$ cat src/rtl/sm83_pkg.sv
// Shared SM83 decode definitions.
//   op_class_e : instruction class carried in each decoded record
//   dec_rec_t  : 33-bit record stored in the decode FIFO
//   op_len     : total byte length of a base-page opcode (1..3)
//   op_class   : class of a base-page opcode
package sm83_pkg;

  typedef enum logic [3:0] {
    CLS_ALU_R    = 4'd0,
    CLS_ALU_N    = 4'd1,
    CLS_INCDEC8  = 4'd2,
    CLS_ROT_MISC = 4'd3,
    CLS_ARITH16  = 4'd4,
    CLS_LD_RR    = 4'd5,
    CLS_LD_RN    = 4'd6,
    CLS_LD_MEM   = 4'd7,
    CLS_LD16     = 4'd8,
    CLS_PUSHPOP  = 4'd9,
    CLS_JUMP     = 4'd10,
    CLS_CALL_RET = 4'd11,
    CLS_CTRL     = 4'd12,
    CLS_CB       = 4'd13,
    CLS_INTR     = 4'd14,
    CLS_ILLEGAL  = 4'd15
  } op_class_e;

  // tag is set on every written entry so a cleared slot never reads as valid
  typedef struct packed {
    logic        tag;
    op_class_e   cls;
    logic [7:0]  opcode;
    logic        bank_cb;
    logic        intr;
    logic [15:0] imm;
    logic [1:0]  len;
  } dec_rec_t;

  localparam int unsigned REC_W = $bits(dec_rec_t);

  // Decoded on the x/y/z opcode fields: x=op[7:6], y=op[5:3], z=op[2:0]
  function automatic logic [1:0] op_len(input logic [7:0] op, input logic stop_len2);
    logic [1:0] x;
    logic [2:0] y;
    logic [2:0] z;
    logic [1:0] n;
    x = op[7:6];
    y = op[5:3];
    z = op[2:0];
    n = 2'd1;
    if (z == 3'd6 && (x == 2'd0 || x == 2'd3)) begin
      n = 2'd2;
    end else if (x == 2'd0) begin
      if (z == 3'd0) begin
        if (y == 3'd1)      n = 2'd3;
        else if (y == 3'd2) n = stop_len2 ? 2'd2 : 2'd1;
        else if (y >= 3'd3) n = 2'd2;
      end else if (z == 3'd1 && !op[3]) begin
        n = 2'd3;
      end
    end else if (x == 2'd3) begin
      case (z)
        3'd0:    if (y[2]) n = 2'd2;
        3'd2:    if (!y[2] || y[0]) n = 2'd3;
        3'd3:    if (y == 3'd0) n = 2'd3;
        3'd4:    if (!y[2]) n = 2'd3;
        3'd5:    if (y == 3'd1) n = 2'd3;
        default: ;
      endcase
    end
    return n;
  endfunction

  function automatic op_class_e op_class(input logic [7:0] op);
    logic [2:0] y;
    op_class_e  c;
    y = op[5:3];
    c = CLS_ILLEGAL;
    case (op[7:6])
      2'd0: begin
        case (op[2:0])
          3'd0: begin
            if (y == 3'd0 || y == 3'd2) c = CLS_CTRL;
            else if (y == 3'd1)         c = CLS_LD16;
            else                        c = CLS_JUMP;
          end
          3'd1:       c = op[3] ? CLS_ARITH16 : CLS_LD16;
          3'd2:       c = CLS_LD_MEM;
          3'd3:       c = CLS_ARITH16;
          3'd4, 3'd5: c = CLS_INCDEC8;
          3'd6:       c = CLS_LD_RN;
          default:    c = CLS_ROT_MISC;
        endcase
      end
      2'd1: c = (op == 8'h76) ? CLS_CTRL : CLS_LD_RR;
      2'd2: c = CLS_ALU_R;
      default: begin
        case (op[2:0])
          3'd0: begin
            if (!y[2])          c = CLS_CALL_RET;
            else if (!y[0])     c = CLS_LD_MEM;
            else if (y == 3'd5) c = CLS_ARITH16;
            else                c = CLS_LD16;
          end
          3'd1: begin
            if (!op[3])         c = CLS_PUSHPOP;
            else if (!y[2])     c = CLS_CALL_RET;
            else if (y == 3'd5) c = CLS_JUMP;
            else                c = CLS_LD16;
          end
          3'd2: c = y[2] ? CLS_LD_MEM : CLS_JUMP;
          3'd3: begin
            if (y == 3'd0)                  c = CLS_JUMP;
            else if (y == 3'd1)             c = CLS_CB;
            else if (y == 3'd6 || y == 3'd7) c = CLS_CTRL;
            else                            c = CLS_ILLEGAL;
          end
          3'd4: c = y[2] ? CLS_ILLEGAL : CLS_CALL_RET;
          3'd5: begin
            if (!op[3])         c = CLS_PUSHPOP;
            else if (y == 3'd1) c = CLS_CALL_RET;
            else                c = CLS_ILLEGAL;
          end
          3'd6:    c = CLS_ALU_N;
          default: c = CLS_CALL_RET;
        endcase
      end
    endcase
    return c;
  endfunction

endpackage

$ cat src/rtl/sm83_dec_fifo.sv
// Decoded-record FIFO, DEPTH entries of WIDTH bits.
//   push/push_data : enqueue a record
//   pop            : dequeue the head record
//   flush          : synchronous clear of occupancy and pointers
//   head           : registered head entry
//   count / full   : occupancy and count==DEPTH
module sm83_dec_fifo #(
  parameter int unsigned DEPTH = 2,
  parameter int unsigned WIDTH = 33
) (
  input  logic             clk,
  input  logic             reset_n,
  input  logic             flush,
  input  logic             push,
  input  logic [WIDTH-1:0] push_data,
  input  logic             pop,
  output logic [WIDTH-1:0] head,
  output logic [2:0]       count,
  output logic             full
);

  localparam int unsigned PW = (DEPTH > 1) ? $clog2(DEPTH) : 1;

  logic [WIDTH-1:0] mem [DEPTH];
  logic [PW-1:0]    wr_ptr;
  logic [PW-1:0]    rd_ptr;
  logic             do_push;
  logic             do_pop;

  // explicit wrap so non-power-of-two depths stay in range
  function automatic logic [PW-1:0] bump(input logic [PW-1:0] p);
    return (p == PW'(DEPTH - 1)) ? '0 : p + PW'(1);
  endfunction

  assign full    = (count == 3'(DEPTH));
  assign do_pop  = pop && (count != 3'd0);
  assign do_push = push && (!full || do_pop);
  assign head    = mem[rd_ptr];

  always_ff @(posedge clk or negedge reset_n) begin
    if (!reset_n) begin
      wr_ptr <= '0;
      rd_ptr <= '0;
      count  <= '0;
      for (int unsigned i = 0; i < DEPTH; i++) mem[i] <= '0;
    end else if (flush) begin
      wr_ptr <= '0;
      rd_ptr <= '0;
      count  <= '0;
    end else begin
      if (do_push) begin
        mem[wr_ptr] <= push_data;
        wr_ptr      <= bump(wr_ptr);
      end
      if (do_pop) rd_ptr <= bump(rd_ptr);
      if (do_push && !do_pop)      count <= count + 3'd1;
      else if (!do_push && do_pop) count <= count - 3'd1;
    end
  end

endmodule

$ cat src/rtl/sm83_decode_queue.sv
// SM83 instruction assembler and decode queue.
//   byte_valid/byte_data/byte_ready : fetch byte stream
//   intr_req                        : interrupt entry, taken at instruction boundary
//   flush                           : drop partial instruction and queued records
//   out_valid/out_ready             : decoded record handshake
//   out_class/opcode/bank_cb/intr/imm/len : head record fields
//   out_count                       : queued record count
module sm83_decode_queue
  import sm83_pkg::*;
#(
  parameter int unsigned OUT_DEPTH = 2,
  parameter int unsigned STOP_LEN2 = 1
) (
  input  logic        clk,
  input  logic        reset_n,
  input  logic        byte_valid,
  input  logic [7:0]  byte_data,
  output logic        byte_ready,
  input  logic        intr_req,
  input  logic        flush,
  output logic        out_valid,
  input  logic        out_ready,
  output logic [3:0]  out_class,
  output logic [7:0]  out_opcode,
  output logic        out_bank_cb,
  output logic        out_intr,
  output logic [15:0] out_imm,
  output logic [1:0]  out_len,
  output logic [2:0]  out_count
);

  typedef enum logic [1:0] {ST_OPC, ST_CB_OPC, ST_IMM_LO, ST_IMM_HI} asm_state_e;

  localparam logic STOP2 = (STOP_LEN2 != 0);

  asm_state_e       state_q, state_d;
  logic [7:0]       op_q;
  logic [7:0]       imm_lo_q;
  logic             need2_q;
  logic [1:0]       byte_len;
  logic             completes;
  logic             intr_take;
  logic             byte_fire;
  logic             push;
  logic             pop;
  logic             fifo_full;
  logic [2:0]       fifo_count;
  logic [REC_W-1:0] head_bits;
  dec_rec_t         push_rec;
  dec_rec_t         head_rec;

  always_ff @(posedge clk or negedge reset_n) begin
    if (!reset_n)   state_q <= ST_OPC;
    else if (flush) state_q <= ST_OPC;
    else            state_q <= state_d;
  end

  always_ff @(posedge clk or negedge reset_n) begin
    if (!reset_n) begin
      op_q     <= '0;
      imm_lo_q <= '0;
      need2_q  <= 1'b0;
    end else if (byte_fire) begin
      if (state_q == ST_OPC) begin
        op_q    <= byte_data;
        need2_q <= (byte_len == 2'd3);
      end
      if (state_q == ST_IMM_LO) imm_lo_q <= byte_data;
    end
  end

  always_comb begin
    state_d = state_q;
    if (byte_fire) begin
      case (state_q)
        ST_OPC: begin
          if (byte_data == 8'hCB)    state_d = ST_CB_OPC;
          else if (byte_len != 2'd1) state_d = ST_IMM_LO;
        end
        ST_IMM_LO: state_d = need2_q ? ST_IMM_HI : ST_OPC;
        default:   state_d = ST_OPC;
      endcase
    end
  end

  always_comb begin
    byte_len  = op_len(byte_data, STOP2);
    completes = 1'b0;
    case (state_q)
      ST_OPC:    completes = (byte_data != 8'hCB) && (byte_len == 2'd1);
      ST_IMM_LO: completes = !need2_q;
      default:   completes = 1'b1;
    endcase
    intr_take  = !flush && (state_q == ST_OPC) && intr_req && !fifo_full;
    // a completing byte is refused while full even if a pop is under way
    byte_ready = reset_n && !flush && !((state_q == ST_OPC) && intr_req) &&
                 !(completes && fifo_full);
    byte_fire  = byte_valid && byte_ready;
    push       = intr_take || (byte_fire && completes);

    push_rec     = '0;
    push_rec.tag = 1'b1;
    if (intr_take) begin
      push_rec.cls  = CLS_INTR;
      push_rec.intr = 1'b1;
    end else begin
      case (state_q)
        ST_OPC: begin
          push_rec.cls    = op_class(byte_data);
          push_rec.opcode = byte_data;
          push_rec.len    = 2'd1;
        end
        ST_CB_OPC: begin
          push_rec.cls     = CLS_CB;
          push_rec.opcode  = byte_data;
          push_rec.bank_cb = 1'b1;
          push_rec.len     = 2'd2;
        end
        ST_IMM_LO: begin
          push_rec.cls    = op_class(op_q);
          push_rec.opcode = op_q;
          push_rec.imm    = {8'h00, byte_data};
          push_rec.len    = 2'd2;
        end
        default: begin
          push_rec.cls    = op_class(op_q);
          push_rec.opcode = op_q;
          push_rec.imm    = {byte_data, imm_lo_q};
          push_rec.len    = 2'd3;
        end
      endcase
    end
  end

  sm83_dec_fifo #(
    .DEPTH (OUT_DEPTH),
    .WIDTH (REC_W)
  ) u_fifo (
    .clk       (clk),
    .reset_n   (reset_n),
    .flush     (flush),
    .push      (push),
    .push_data (push_rec),
    .pop       (pop),
    .head      (head_bits),
    .count     (fifo_count),
    .full      (fifo_full)
  );

  assign head_rec    = dec_rec_t'(head_bits);
  assign out_valid   = (fifo_count != 3'd0) && head_rec.tag;
  assign pop         = out_valid && out_ready;
  assign out_class   = head_rec.cls;
  assign out_opcode  = head_rec.opcode;
  assign out_bank_cb = head_rec.bank_cb;
  assign out_intr    = head_rec.intr;
  assign out_imm     = head_rec.imm;
  assign out_len     = head_rec.len;
  assign out_count   = fifo_count;

endmodule

$ cat config.mk
export PLATFORM = sky130hd
export DESIGN_NAME = sm83_decode_queue
export DESIGN_NICKNAME = d
export VERILOG_FILES = /design/src/rtl/sm83_pkg.sv /design/src/rtl/sm83_dec_fifo.sv /design/src/rtl/sm83_decode_queue.sv
export SDC_FILE = /design/constraint.sdc
export NUM_CORES = 1
export LEC_CHECK = 0
export CORE_MARGIN = 4
export CORE_UTILIZATION = 60
export CTS_CLUSTER_SIZE = 25
export DETAILED_ROUTE_END_ITERATION = 7
export PLACE_DENSITY = 0.82
export SLEW_MARGIN = 20
export SYNTH_ARGS = -nofsm -noshare
export SYNTH_HDL_FRONTEND = slang
export SYNTH_SLANG_ARGS = --single-unit
$ cat constraint.sdc
create_clock -name clk -period 9 [get_ports clk]
set_input_delay 0.9 -clock clk [delete_from_list [all_inputs] [get_ports clk]]
set_output_delay 0.9 -clock clk [all_outputs]
set_load 0.005 [all_outputs]
Word level (Yosys, flattened, before mapping) --
Cells that the tools add are included.
Storage, ports and cells: register bits after elaboration 90, bits of input ports 14, output and inout bits 37, logic and storage cells 199
Operators by class: $add $sub $neg 4, order comparisons 4, equal/unequal tests 38, mux-type cells 84, bitwise gates (word level) 3, reductions and logical operators 57
Operators by type and width (count):
- 2-to-1 mux 33 bit | 4
- bitwise mux 66 bit | 1
- 2-to-1 mux 2 bit | 30
- 2-to-1 mux 4 bit | 14
- case mux 4 bit (7 select lines) | 2
- case mux 4 bit (6 select lines) | 2
- equality test 3 bit, second input constant | 12
- 2-to-1 mux 3 bit | 12
- demux 33 bit (select 1 bit) | 1
- case mux 16 bit (2 select lines) | 1
- case mux 12 bit (2 select lines) | 1
- case mux 4 bit (3 select lines) | 2
- equality test 3 x 2 -> 1 bit, second input constant | 7
- logical AND 1 bit | 20
- 2-to-1 mux 18 bit | 1
- equality test 8 x 7 -> 1 bit, second input constant | 2
- equality test 3 x 1 -> 1 bit, second input constant | 4
- zero test 3 bit | 4
- equality test 2 bit, second input constant | 5
- case mux 2 bit (5 select lines) | 1
- zero test 1 bit | 9
- 2-to-1 mux 9 bit | 1
- equality test 2 x 1 -> 1 bit, second input constant | 4
- equality test 8 bit, second input constant | 1
- other kinds (20) | 49

Depth between registers and ports, before layout --
Gate-level depths: netlist of run 1.
depth after elaboration 22, gate-level depth with buffers 14, mapped depth without buffers 13

Cells and area by module --
Synthesis of run 1 repeated with hierarchy kept, for this count alone.
Unflattened totals: cell total of the unflattened synthesis 585, area, all modules 5945.7 um^2
Modules (own cells, without submodules):
- sm83_dec_fifo | instances 1, cells an instance 220, area each 3412.0 um^2, seq. area each 1776.7 um^2
- sm83_decode_queue | instances 1, cells an instance 365, area each 2533.7 um^2, seq. area each 475.5 um^2

Worst setup path after synthesis of run 1 --
OpenSTA, ideal clock, no wires.
path kind in2reg, from input port byte_data[5], to register u_fifo.count[2], setup time 0.125 ns, arrival 3.861 ns, data required time 8.875 ns, path slack 5.015 ns, cell stages on the path 14, path buffers 1, cell sequence buf_4 inv_1 ha_1 nand2b_1 a2111oi_2 nor3_1 a31oi_1 o21ai_0 nor2b_1 fa_1 nand4_1 o31ai_1 a211oi_1 mux2_2
On the way: longest elaborated chain between the ends 20, elaborated cells on any way between the ends 36, classes of those cells order compare (1); eq/ne (4); mux (16); reduce/logical (15)
RTL lines:
- start, declared | RTL line sm83_decode_queue.sv:17 | input logic [7:0] byte_data,
- >= comparator 3 x 2 -> 1 bit or zero test 1 bit (tied branches)
- 2-to-1 mux 2 bit or logical OR 1 bit (tied branches) | RTL line sm83_pkg.sv:56, sm83_pkg.sv:63
- 2-to-1 mux 2 bit, on equally long branches | RTL line sm83_pkg.sv:55, sm83_pkg.sv:63
- 2-to-1 mux 2 bit or case mux 2 bit (5 select lines) (tied branches) | RTL line sm83_pkg.sv:54, sm83_pkg.sv:61
- 2-to-1 mux 2 bit, on equally long branches | RTL line sm83_pkg.sv:53, sm83_pkg.sv:60
- 2-to-1 mux 2 bit | RTL line sm83_pkg.sv:52 | end else if (x == 2'd0) begin
- 2-to-1 mux 2 bit | RTL line sm83_pkg.sv:50 | if (z == 3'd6 && (x == 2'd0 || x == 2'd3)) begin
- equality test 2 x 1 -> 1 bit | RTL line sm83_decode_queue.sv:90 | ST_OPC: completes = (byte_data != 8'hCB) && (byte_len == 2'd1);
- (+4 left out)
- logical AND 1 bit | RTL line sm83_decode_queue.sv:96 | byte_ready = reset_n && !flush && !((state_q == ST_OPC) && intr_req) &&
- logical AND 1 bit | RTL line sm83_decode_queue.sv:98 | byte_fire = byte_valid && byte_ready;
- logical AND 1 bit (*) | RTL line sm83_decode_queue.sv:99 | push = intr_take || (byte_fire && completes);
- logical OR 1 bit (*) | RTL line sm83_decode_queue.sv:99
- logical AND 1 bit (*) | RTL line sm83_dec_fifo.sv:37 | assign do_push = push && (!full || do_pop);
- logical AND 1 bit or zero test 1 bit (tied branches) | RTL line sm83_dec_fifo.sv:56, sm83_dec_fifo.sv:57
- 2-to-1 mux 3 bit or logical AND 1 bit (tied branches) | RTL line sm83_dec_fifo.sv:56, sm83_dec_fifo.sv:57
- 2-to-1 mux 3 bit or nonzero test 3 bit (tied branches)
- end signal, assigned | RTL line sm83_dec_fifo.sv:56 | if (do_push && !do_pop) count <= count + 3'd1;
- end signal, assigned | RTL line sm83_dec_fifo.sv:57 | else if (!do_push && do_pop) count <= count - 3'd1;
- end, declared | RTL line sm83_dec_fifo.sv:18 | output logic [2:0] count,
Mark *: on every way between the ends. The rest lies on a longest branch, timed or not. A chain may end at the register's enable or synchronous reset.

Worst setup path in the final report of run 1 --
from input port byte_data[5], to output port byte_ready
On the way: longest elaborated chain between the ends 13, elaborated cells on any way between the ends 26, classes of those cells order compare (1); eq/ne (4); mux (14); reduce/logical (7)
RTL lines:
- >= comparator 3 x 2 -> 1 bit or zero test 1 bit (tied branches)
- 2-to-1 mux 2 bit or logical OR 1 bit (tied branches) | RTL line sm83_pkg.sv:56, sm83_pkg.sv:63
- 2-to-1 mux 2 bit, on equally long branches | RTL line sm83_pkg.sv:55, sm83_pkg.sv:63
- 2-to-1 mux 2 bit or case mux 2 bit (5 select lines) (tied branches) | RTL line sm83_pkg.sv:54, sm83_pkg.sv:61
- 2-to-1 mux 2 bit, on equally long branches | RTL line sm83_pkg.sv:53, sm83_pkg.sv:60
- 2-to-1 mux 2 bit | RTL line sm83_pkg.sv:52
- 2-to-1 mux 2 bit | RTL line sm83_pkg.sv:50
- equality test 2 x 1 -> 1 bit | RTL line sm83_decode_queue.sv:90
- logical AND 1 bit (*) | RTL line sm83_decode_queue.sv:90
- case mux 1 bit (2 select lines) (*) | RTL line sm83_decode_queue.sv:89 | case (state_q)
- logical AND 1 bit (*) | RTL line sm83_decode_queue.sv:97 | !(completes && fifo_full);
- zero test 1 bit (*) | RTL line sm83_decode_queue.sv:97
- logical AND 1 bit (*) | RTL line sm83_decode_queue.sv:96
- end, declared | RTL line sm83_decode_queue.sv:18 | output logic byte_ready,
Marks and branches as above.

==> flow_summary_export.csv, run 1 <==
group,metric,value,unit
setup_path,slowest_stage,"clkdlybuf4s50_1",
setup_path,crit_family,"buffers and inverters",
synth,yosysUniqueCellTypes,70,
sta,fin_crit_sh,0.5888,
sta,tns,0,ps
routing,final_antenna_net_count,0,
power_and_ir_drop,max-vdd-ir-drop,0.1200,mV
global_routing,track_usage,0.2405,
clock_network,cts_made_buffers,9,
routing,via_count,4170,
sta,drv_slew,0,
synth,synth_top_area_frac,0.4096,
setup_path,path_max_fanout,20,
clock_network,postCtsSetupBuffers,0,
setup_path,cp_common_cell,"clkdlybuf4s50_1",
routing,viasPerCell,6.376,
final_layout,antenna_cells,0,
clock_network,cts-root-buf,"clkbuf_8",
synth,yosysSeqAreaShare,0.4096,
synth,synth.most_common_cell,"dfrtp_1",
sta,max_freq,0.1887,GHz
floorplanning,die-area,0.01076,mm²
clock_network,cts_buffer_depth,2,
synth,syn_area_per_cell,10.70,µm²
synth,synth_cells,514,
routing,drtIter0Drc,434,
floorplanning,rows,34,
synth,synth_flop_cell,"dfrtp_1",
final_layout,layout-drive-gt1-share,0.2253,
setup_path,arrival,4400,ps
placed_design,io_buffers,50,
routing,drc_errors,0,
clock_network,ctsHtreeMaxLevel,3,
floorplanning,io_pins,51,
clock_network,cts.clk_slew.worst_paths,90,ps
power_and_ir_drop,p_per_area,221.2,mW/mm²
clock_network,cts_tree,"done",
sta,hold_viol,0,
setup_path,max_stage_delay,940,ps
global_routing,grt_max_degree,49,
power_and_ir_drop,p_leak,2.719,nW
sta,slew-limit-headroom,0.3069,
clock_network,cts-resized-gates,0,
synth,synth_area_leaders,"dfrtp_1 41%, mux2_2 14%, mux2_4 4.4%",
clock_network,cts_sinks,90,
sta,worst_hold_slack,476.6,ps
sta,rsz0062_at_grt,"false",
setup_path,path_class,"input pin to primary output",
global_routing,overflow,0,
setup_path,path_buf_inv,3,
setup_path,cp.required,8100,ps
routing,wl,12540,µm
status,outcome,"completed",
hold_path,hp-class,"flop to flop",
final_layout,utilization,0.6985,
setup_path,cp-start-kind,"input pin",
synth,synth_edf_count,0,
power_and_ir_drop,power,1.361,mW
setup_path,path_cells,"clkdlybuf4s50_1 > inv_1 > ha_1 > nand4_1 > o21ai_1 > nor3_1 > a31o_1 > a21oi_1 > clkdlybuf4s50_1",
setup_path,critPathCaptureType,"primary output",
synth,ys_warn_count,0,
final_layout,nNetsFinal,568,
clock_network,postCtsHoldBufs,0,
synth,synth.net_count,541,
sta,setup_slack,3700,ps
clock_network,clock_latency,360,ps
placed_design,dp_hpwl,8491,µm
global_routing,antenna_found_initial,0,
sta,finalSetupViolCount,0,
sta,clock_skew,9.773,ps
global_routing,first_global_vias,4130,
synth,yosys-top-cells-count,"90 x dfrtp_1, 68 x mux2_2, 41 x nor2_1, 34 x nand2_1, 29 x a21oi_1",
floorplanning,initial_utilization,0.6243,
final_layout,area_growth,11.88,%
synth,syn_area,0.005498,mm²
flow_run,maxCapViolCount,0,
routing,wire_per_inst,19.18,µm
floorplanning,core,0.008806,mm²
routing,first_pass_iters,5,
placed_design,gp_congestion,0.9007,
synth,synth_area_leader_cell,"dfrtp_1",
synth,ys_seq_elements,90,
floorplanning,die_h,103.7,µm
floorplanning,die_w,103.7,µm
final_layout,fill_cells,673,
global_routing,grt_pass1_wl,21210,µm
sta,worst_slew_pin_slew,1037,ps
sta,fin_crit,5300,ps
synth,async_flop_share,1.000,
placed_design,pre_cts_slack,3704,ps
==> state kept, by name (all words and copies together), names as in the netlist <==
register       flops
u_fifo.mem        66
state_q            2
op_q               8
u_fifo.rd_ptr      1
u_fifo.wr_ptr      1
imm_lo_q           8
need2_q            1
u_fifo.count       3
==> cell families after synthesis <==
logic type                 synth area share
buffers and inverters               0.04961
DFF                                  0.4096
and+or+nand+nor                      0.1347
muxes                                0.2041
adders and majority gates           0.03095
xor gates and xnor gates           0.003187
AOI/OAI and AO/OA                    0.1677
==> stage by stage <==
step	instances	instance area (µm²)
after floorplan	514	5498
after global placement	638	5964
after detailed placement	638	5964
after CTS	654	6151
after global routing	654	6151
final	654	6151
==> cells in the final DEF (no fill, tap or decap), types with 14 or more instances in the layout <==
cell type        synthesis  routed
clkdlybuf4s50_1          0      49
dfrtp_1                 90      90
a22o_1                  17      17
nor2_1                  41      41
mux2_2                  68      68
o21ai_0                 14      14
mux2_4                  16      16
a21oi_1                 29      29
inv_1                   16      16
nand2_1                 34      34
==> layer usage <==
| metal | part of all wire | global-route usage | vias up |
|---|---|---|---|
| met1 | 0.43 | 0.3221 | 2071 |
| li1 | - | - | 1935 |
| met2 | 0.49 | 0.3897 | 141 |
| met5 | 0 | 0 | - |
| met3 | 0.058 | 0.05659 | 23 |
| met4 | 0.017 | 0.07502 | 0 |
==> layout make-up <==
cell class | instances | area, µm² | area share
clock inverter | 6 | 48.80 | 0.007933
sequential | 90 | 2252 | 0.3662
timing repair buffer | 55 | 535.5 | 0.08706
multi-input combinational | 368 | 2978 | 0.4841
clock buffer | 10 | 137.6 | 0.02238
tap | 108 | 135.1 | 0.02197
inverter | 17 | 63.81 | 0.01037
==> where the power goes <==
part           internal, mW  switching [mW]
clock                 0.111           0.150
sequential            0.490          0.0995
combinational         0.298           0.213
==> final timing paths <==
kind,from,to,slack (ps),cells after the start
worst max-delay path,byte_data[5],byte_ready,3700,9
worst min-delay path,u_fifo.mem[65],u_fifo.mem[65],480,1
worst max register to register,state_q[1],u_fifo.count[2],5210,11
worst min register to register,u_fifo.mem[65],u_fifo.mem[65],480,1
max in group asynchronous,reset_n,u_fifo.mem[50],7470,2
min in group asynchronous,reset_n,u_fifo.mem[8],540,1
No activity file was read; power rests on OpenSTA's default activity.
==> run 2: changes to the inputs <==
Settings changed: CORE_UTILIZATION 60 to 58, PLACE_DENSITY 0.82 to 0.79.
Clock period 9 ns to 5.1 ns, I/O delays scaled along.
==> run 2 against run 1 <==
  * Count of clock-buffer cells in the layout shrank 1
  * Die area up 3.2%
  * Utilization fell by 2.0 points
  * Critical path depth unchanged
  * Design area grew 2.0%
  * Final cell count grew 4.6%
  * Worst hold slack improved by 3.1 ps
  * Sequential cell count unchanged
  * Non-clock buffer count grew 9
  * Clock skew up 4.8 ps
  * Clock power rose by 84%
  * Highest routed layer unchanged
==> flow_summary_export.csv, run 2 (same netlist as run 1, synthesis figures left out) <==
group,metric,value,unit
sta,fin_crit,4148,ps
routing,viasPerCell,6.190,
floorplanning,core,0.009240,mm²
routing,final_antenna_net_count,0,
placed_design,gp_congestion,0.9522,
floorplanning,die-area,0.01110,mm²
clock_network,cts-root-buf,"clkbuf_8",
clock_network,postCtsSetupBuffers,0,
clock_network,clock_latency,370,ps
sta,drv_slew,0,
power_and_ir_drop,p_per_area,386.7,mW/mm²
sta,tns,0,ps
hold_path,min_path_cells,1,
placed_design,io_buffers,50,
clock_network,cts_sinks,90,
routing,first_pass_iters,5,
floorplanning,die_h,105.4,µm
setup_path,path_class,"input pin to primary output",
clock_network,cts_tree,"done",
sta,finalSetupViolCount,0,
sta,clock_skew,14.56,ps
sta,worst_slew_pin_slew,919.6,ps
setup_path,cp.required,4590,ps
sta,max_freq,0.2411,GHz
power_and_ir_drop,max-vdd-ir-drop,0.2481,mV
routing,via_count,4234,
routing,drtIter0Drc,295,
floorplanning,die_w,105.4,µm
flow_run,maxCapViolCount,0,
final_layout,layout-drive-gt1-share,0.2360,
setup_path,path_cells,"clkdlybuf4s50_1 > inv_1 > ha_1 > nand3b_1 > a2111oi_2 > nor3_1 > a31o_1 > a21oi_1 > clkdlybuf4s50_1",
final_layout,reg_top3,"u_fifo.mem (66), imm_lo_q (8), op_q (8)",
final_layout,final_cell_mix,"90 x dfrtp_1, 68 x mux2_2, 49 x clkdlybuf4s50_1",
setup_path,cp-start-kind,"input pin",
final_layout,largest_reg_flops,66,
final_layout,final_common_cell,"dfrtp_1",
clock_network,ctsHtreeMaxLevel,3,
final_layout,area_growth,14.06,%
floorplanning,initial_utilization,0.5950,
setup_path,arrival,3640,ps
sta,fin_crit_sh,0.8134,
clock_network,cts.clk_slew.worst_paths,100,ps
global_routing,first_global_vias,4224,
routing,wl,12580,µm
power_and_ir_drop,p_leak,2.766,nW
clock_network,cts_buffer_depth,2,
final_layout,antenna_cells,0,
global_routing,overflow,0,
sta,rsz0062_at_grt,"false",
floorplanning,io_pins,51,
setup_path,slowest_stage,"clkdlybuf4s50_1",
sta,slew-limit-headroom,0.3869,
hold_path,hp-class,"flop to flop",
global_routing,grt_pass1_wl,21390,µm
floorplanning,rows,35,
setup_path,reg2reg_depth,12,
setup_path,critPathCaptureType,"primary output",
setup_path,path_max_fanout,8,
final_layout,fill_cells,680,
final_layout,nNetsFinal,577,
placed_design,dp_hpwl,8784,µm
clock_network,cts_made_buffers,9,
final_layout,regMostFlops,"u_fifo.mem",
routing,wire_per_inst,18.39,µm
global_routing,track_usage,0.2366,
setup_path,cp_common_cell,"clkdlybuf4s50_1",
sta,hold_viol,0,
status,outcome,"completed",
final_layout,utilization,0.6787,
global_routing,grt_max_degree,75,
routing,drc_errors,0,
setup_path,max_stage_delay,690,ps
global_routing,antenna_found_initial,0,
run 2: worst max-delay path: cells and delay by family:
family                   cells  cell delay (ps)
AO/OA/AOI/OAI                3             1070
adder cells (fa/ha/maj)      1              320
AND/OR/NAND/NOR              2              380
buffers and inverters        3             1340
run 2: where the power goes:
group | switching, mW | internal (mW)
Sequential | 0.159 | 0.864
Clock | 0.290 | 0.191
Combinational | 0.388 | 0.533
run 2: stage by stage:
| step | cell area, µm² | hold slack (ps) | worst slack, ps | power (mW) | std cells |
|---|---|---|---|---|---|
| after floorplan | 5498 | 214.4 | 1505 | 1.598 | 514 |
| after global placement | 6063 | 387.0 | 804.4 | 1.918 | 667 |
| after detailed placement | 6063 | 394.4 | 700.9 | 1.958 | 667 |
| after CTS | 6270 | 488.5 | 990.8 | 2.438 | 684 |
| after global routing | 6271 | 512.4 | 726.1 | 2.575 | 684 |
| final | 6271 | 479.6 | 951.6 | 2.425 | 684 |
run 2: per-layer routing:
layer	track usage	up-vias	wire, µm
met5	0	-	0
met4	0.05530	0	182
met2	0.3793	163	5953
met3	0.05389	20	815
met1	0.3276	2097	5629
li1	-	1954	-
run 2: area by class of cell:
class                   instances  area (µm²)  area share
clock buffers                   9       123.9     0.01975
clock inverters                 7       72.57     0.01157
inverters                      17       63.81     0.01018
multi-input cells             368        2979      0.4751
flip-flops and latches         90        2252      0.3591
well taps                     129       161.4     0.02574
repair buffers                 64       618.1     0.09856
run 2: what timing repair did:
item,CTS,global route
hold buffers,1,0
endpoints found under the hold margin,8,0
resized for setup,0,0
setup endpoints to repair,0,0
run 2: final timing paths:
path / start / endpoint / slack, ps
max in group asynchronous: reset_n / op_q[2] / 3380
hold / removal: u_fifo.mem[32] / u_fifo.mem[32] / 480
setup reg to reg: state_q[1] / u_fifo.count[2] / 1420
setup / recovery: byte_data[6] / byte_ready / 950
min in group asynchronous: reset_n / u_fifo.mem[65] / 540
hold reg to reg: u_fifo.mem[32] / u_fifo.mem[32] / 480
==> run 3: changes to the inputs <==
Clock period 5.1 ns to 4.07 ns, I/O delays scaled along.
==> run 3 against run 2 <==
  * First-iteration DRC count up 27%
  * Die area unchanged
  * Routed wire length rose by 1.3%
  * Non-clock buffer count is 7 higher
  * Combinational power grew 27%
  * Via count grew 0.43%
  * Register-to-register slack worse by 800 ps
  * Utilization is 0.68 points higher
  * Power is 26% higher
  * Final cell count rose by 1.0%
  * Setup slack lost 550 ps
  * Worst hold slack lost 32 ps
  * Critical path type unchanged
  * Largest power group unchanged
  * Highest routed layer unchanged
==> flow_summary_export.csv, run 3 (same netlist as run 1, synthesis figures left out) <==
group,metric,value,unit
status,outcome,"completed",
global_routing,grt.busiest_layer,"met2",
setup_path,crit_family,"buffers and inverters",
clock_network,cts_sinks,90,
power_and_ir_drop,p_clk_frac,0.198,
placed_design,place_area,0.006128,mm²
routing,via_count,4252,
global_routing,use_met3,0.04776,
global_routing,overflow,0,
placed_design,place_inst,674,
setup_path,path_buf_inv,4,
sta,worst_slew_pin_slew,1021,ps
routing,wl,12740,µm
clock_network,cts_tree,"done",
power_and_ir_drop,p_seq_frac,0.420,
flow_run,maxCapViolCount,0,
sta,fin_crit,3668,ps
global_routing,grt_max_degree,73,
final_layout,final_common_cell,"dfrtp_1",
final_layout,fill_cells,696,
placed_design,io_buffers,50,
final_layout,reg_top3,"u_fifo.mem (66), imm_lo_q (8), op_q (8)",
clock_network,cts-root-buf,"clkbuf_8",
power_and_ir_drop,max-vdd-ir-drop,0.3282,mV
floorplanning,core,0.009240,mm²
hold_path,hp-class,"input pin to async pin",
power_and_ir_drop,swShare,0.3476,
routing,wire_per_inst,18.44,µm
clock_network,ctsHtreeMaxLevel,3,
routing,final_antenna_net_count,0,
sta,slew-limit-headroom,0.3019,
placed_design,dp_hpwl,8868,µm
final_layout,area_growth,15.20,%
routing,viasPerCell,6.153,
setup_path,r2r_end,"u_fifo.count[2]",
setup_path,path_max_fanout,5,
floorplanning,die_h,105.4,µm
setup_path,rr_startpoint,"state_q[1]",
sta,hold_viol,0,
setup_path,slowest_stage,"clkdlybuf4s50_1",
final_layout,layout-drive-gt1-share,0.2456,
floorplanning,die_w,105.4,µm
global_routing,grt_pass1_wl,21890,µm
placed_design,gp_congestion,0.9085,
clock_network,postCtsSetupBuffers,0,
setup_path,cp_common_cell,"clkdlybuf4s50_1",
final_layout,antenna_cells,0,
power_and_ir_drop,p_per_area,483.3,mW/mm²
power_and_ir_drop,p_leak,2.809,nW
final_layout,design_area,0.006334,mm²
floorplanning,io_pins,51,
routing,first_pass_iters,6,
setup_path,path_class,"input pin to primary output",
clock_network,cts_made_buffers,9,
global_routing,grtUsageMet1,0.3376,
final_layout,nNetsFinal,584,
setup_path,reg2reg_depth,12,
global_routing,track_usage,0.2416,
routing,drtIter0Drc,376,
sta,tns,0,ps
final_layout,multiInputGateArea,0.002978,mm²
clock_network,cts_buffer_depth,2,
floorplanning,die-area,0.01110,mm²
final_layout,regMostFlops,"u_fifo.mem",
setup_path,critPathCaptureType,"primary output",
setup_path,cp.required,3660,ps
sta,drv_slew,0,
clock_network,cts.clk_slew.worst_paths,110,ps
clock_network,cts-resized-gates,0,
floorplanning,initial_utilization,0.5950,
final_layout,largest_reg_flops,66,
setup_path,arrival,3260,ps
sta,rsz0062_at_grt,"false",
final_layout,stdcell_count,691,
clock_network,clock_latency,380,ps
global_routing,antenna_found_initial,0,
power_and_ir_drop,pwr-share-comb,0.382,
global_routing,first_global_vias,4274,
power_and_ir_drop,p_sw,1.064,mW
setup_path,r2r_slack,620,ps
routing,drc_errors,0,
setup_path,max_stage_delay,570,ps
sta,fin_crit_sh,0.9012,
setup_path,cp-start-kind,"input pin",
final_layout,final_cell_mix,"90 x dfrtp_1, 68 x mux2_2, 49 x clkdlybuf4s50_1",
floorplanning,rows,35,
final_layout,seqCellArea,0.002252,mm²
sta,max_freq,0.2727,GHz
setup_path,path_cells,"clkdlybuf4s50_1 > inv_1 > ha_1 > nand3b_1 > a2111oi_2 > nor3_1 > buf_4 > a31o_1 > a21oi_1 > clkdlybuf4s50_1",
global_routing,grt_util_met2,0.3848,
power_and_ir_drop,p_int,1.997,mW
sta,clock_skew,19.44,ps
sta,finalSetupViolCount,0,
==> run 3: cell count changes in the layout (fill, tap and decap cells not counted) <==
cell | previous run | this run
buf_4 | 13 | 19
a2111oi_0 | 1 | 2
a2111oi_1 | 1 | 0
buf_12 | 1 | 2
clkinv_4 | 0 | 1
clkinvlp_4 | 3 | 2
inv_6 | 0 | 1
inv_8 | 3 | 2
==> run 3: what timing repair did <==
action,CTS,global route
setup endpoints to repair,0,0
hold buffers,1,0
endpoints found under the hold margin,18,0
==> run 3: final cells by class <==
type,count,area share
clock buffers,9,0.01956
clock inverters,7,0.01126
inverters,17,0.01008
multi-input cells,368,0.4702
flip-flops and latches,90,0.3556
well taps,129,0.02548
repair buffers,71,0.1079
==> run 3: per-stage QoR <==
step                      total power [mW]  hold WS, ps  utilization  setup WS, ps
final                                3.061        447.7       0.6854         402.3
after global placement               2.416        300.6       0.6632         282.2
after floorplan                      2.002        111.4            -         577.5
after CTS                            3.074        454.5       0.6854         437.2
after global routing                 3.242        472.1       0.6854         295.3
after detailed placement             2.469        303.2       0.6632         198.4
==> run 3: worst max-delay path by stage <==
stage / startpoint / to / slack [ps] / cells past startpoint
2_1_floorplan: byte_data[5] / u_fifo.count[2] / 580 / 14
3_3_place_gp: byte_data[7] / u_fifo.count[2] / 280 / 14
3_5_place_dp: byte_data[7] / u_fifo.count[2] / 200 / 14
4_1_cts: byte_data[7] / byte_ready / 440 / 10
5_1_grt: byte_data[7] / byte_ready / 300 / 10
6_report: byte_data[7] / byte_ready / 400 / 10
==> run 3: power by group through the flow <==
stage               Combinational (mW)  Sequential [mW]  Clock (mW)
floorplan                        0.805             1.20           0
global placement                  1.14             1.28           0
detailed placement                1.17             1.30           0
CTS                               1.18             1.28       0.614
global route                      1.27             1.32       0.654
finish                            1.17             1.29       0.606
==> run 3: metal layers <==
layer | up-vias | part of all wire
met5 | - | 0
met4 | 0 | 0.015
met3 | 15 | 0.065
met2 | 166 | 0.47
met1 | 2100 | 0.45
li1 | 1971 | -
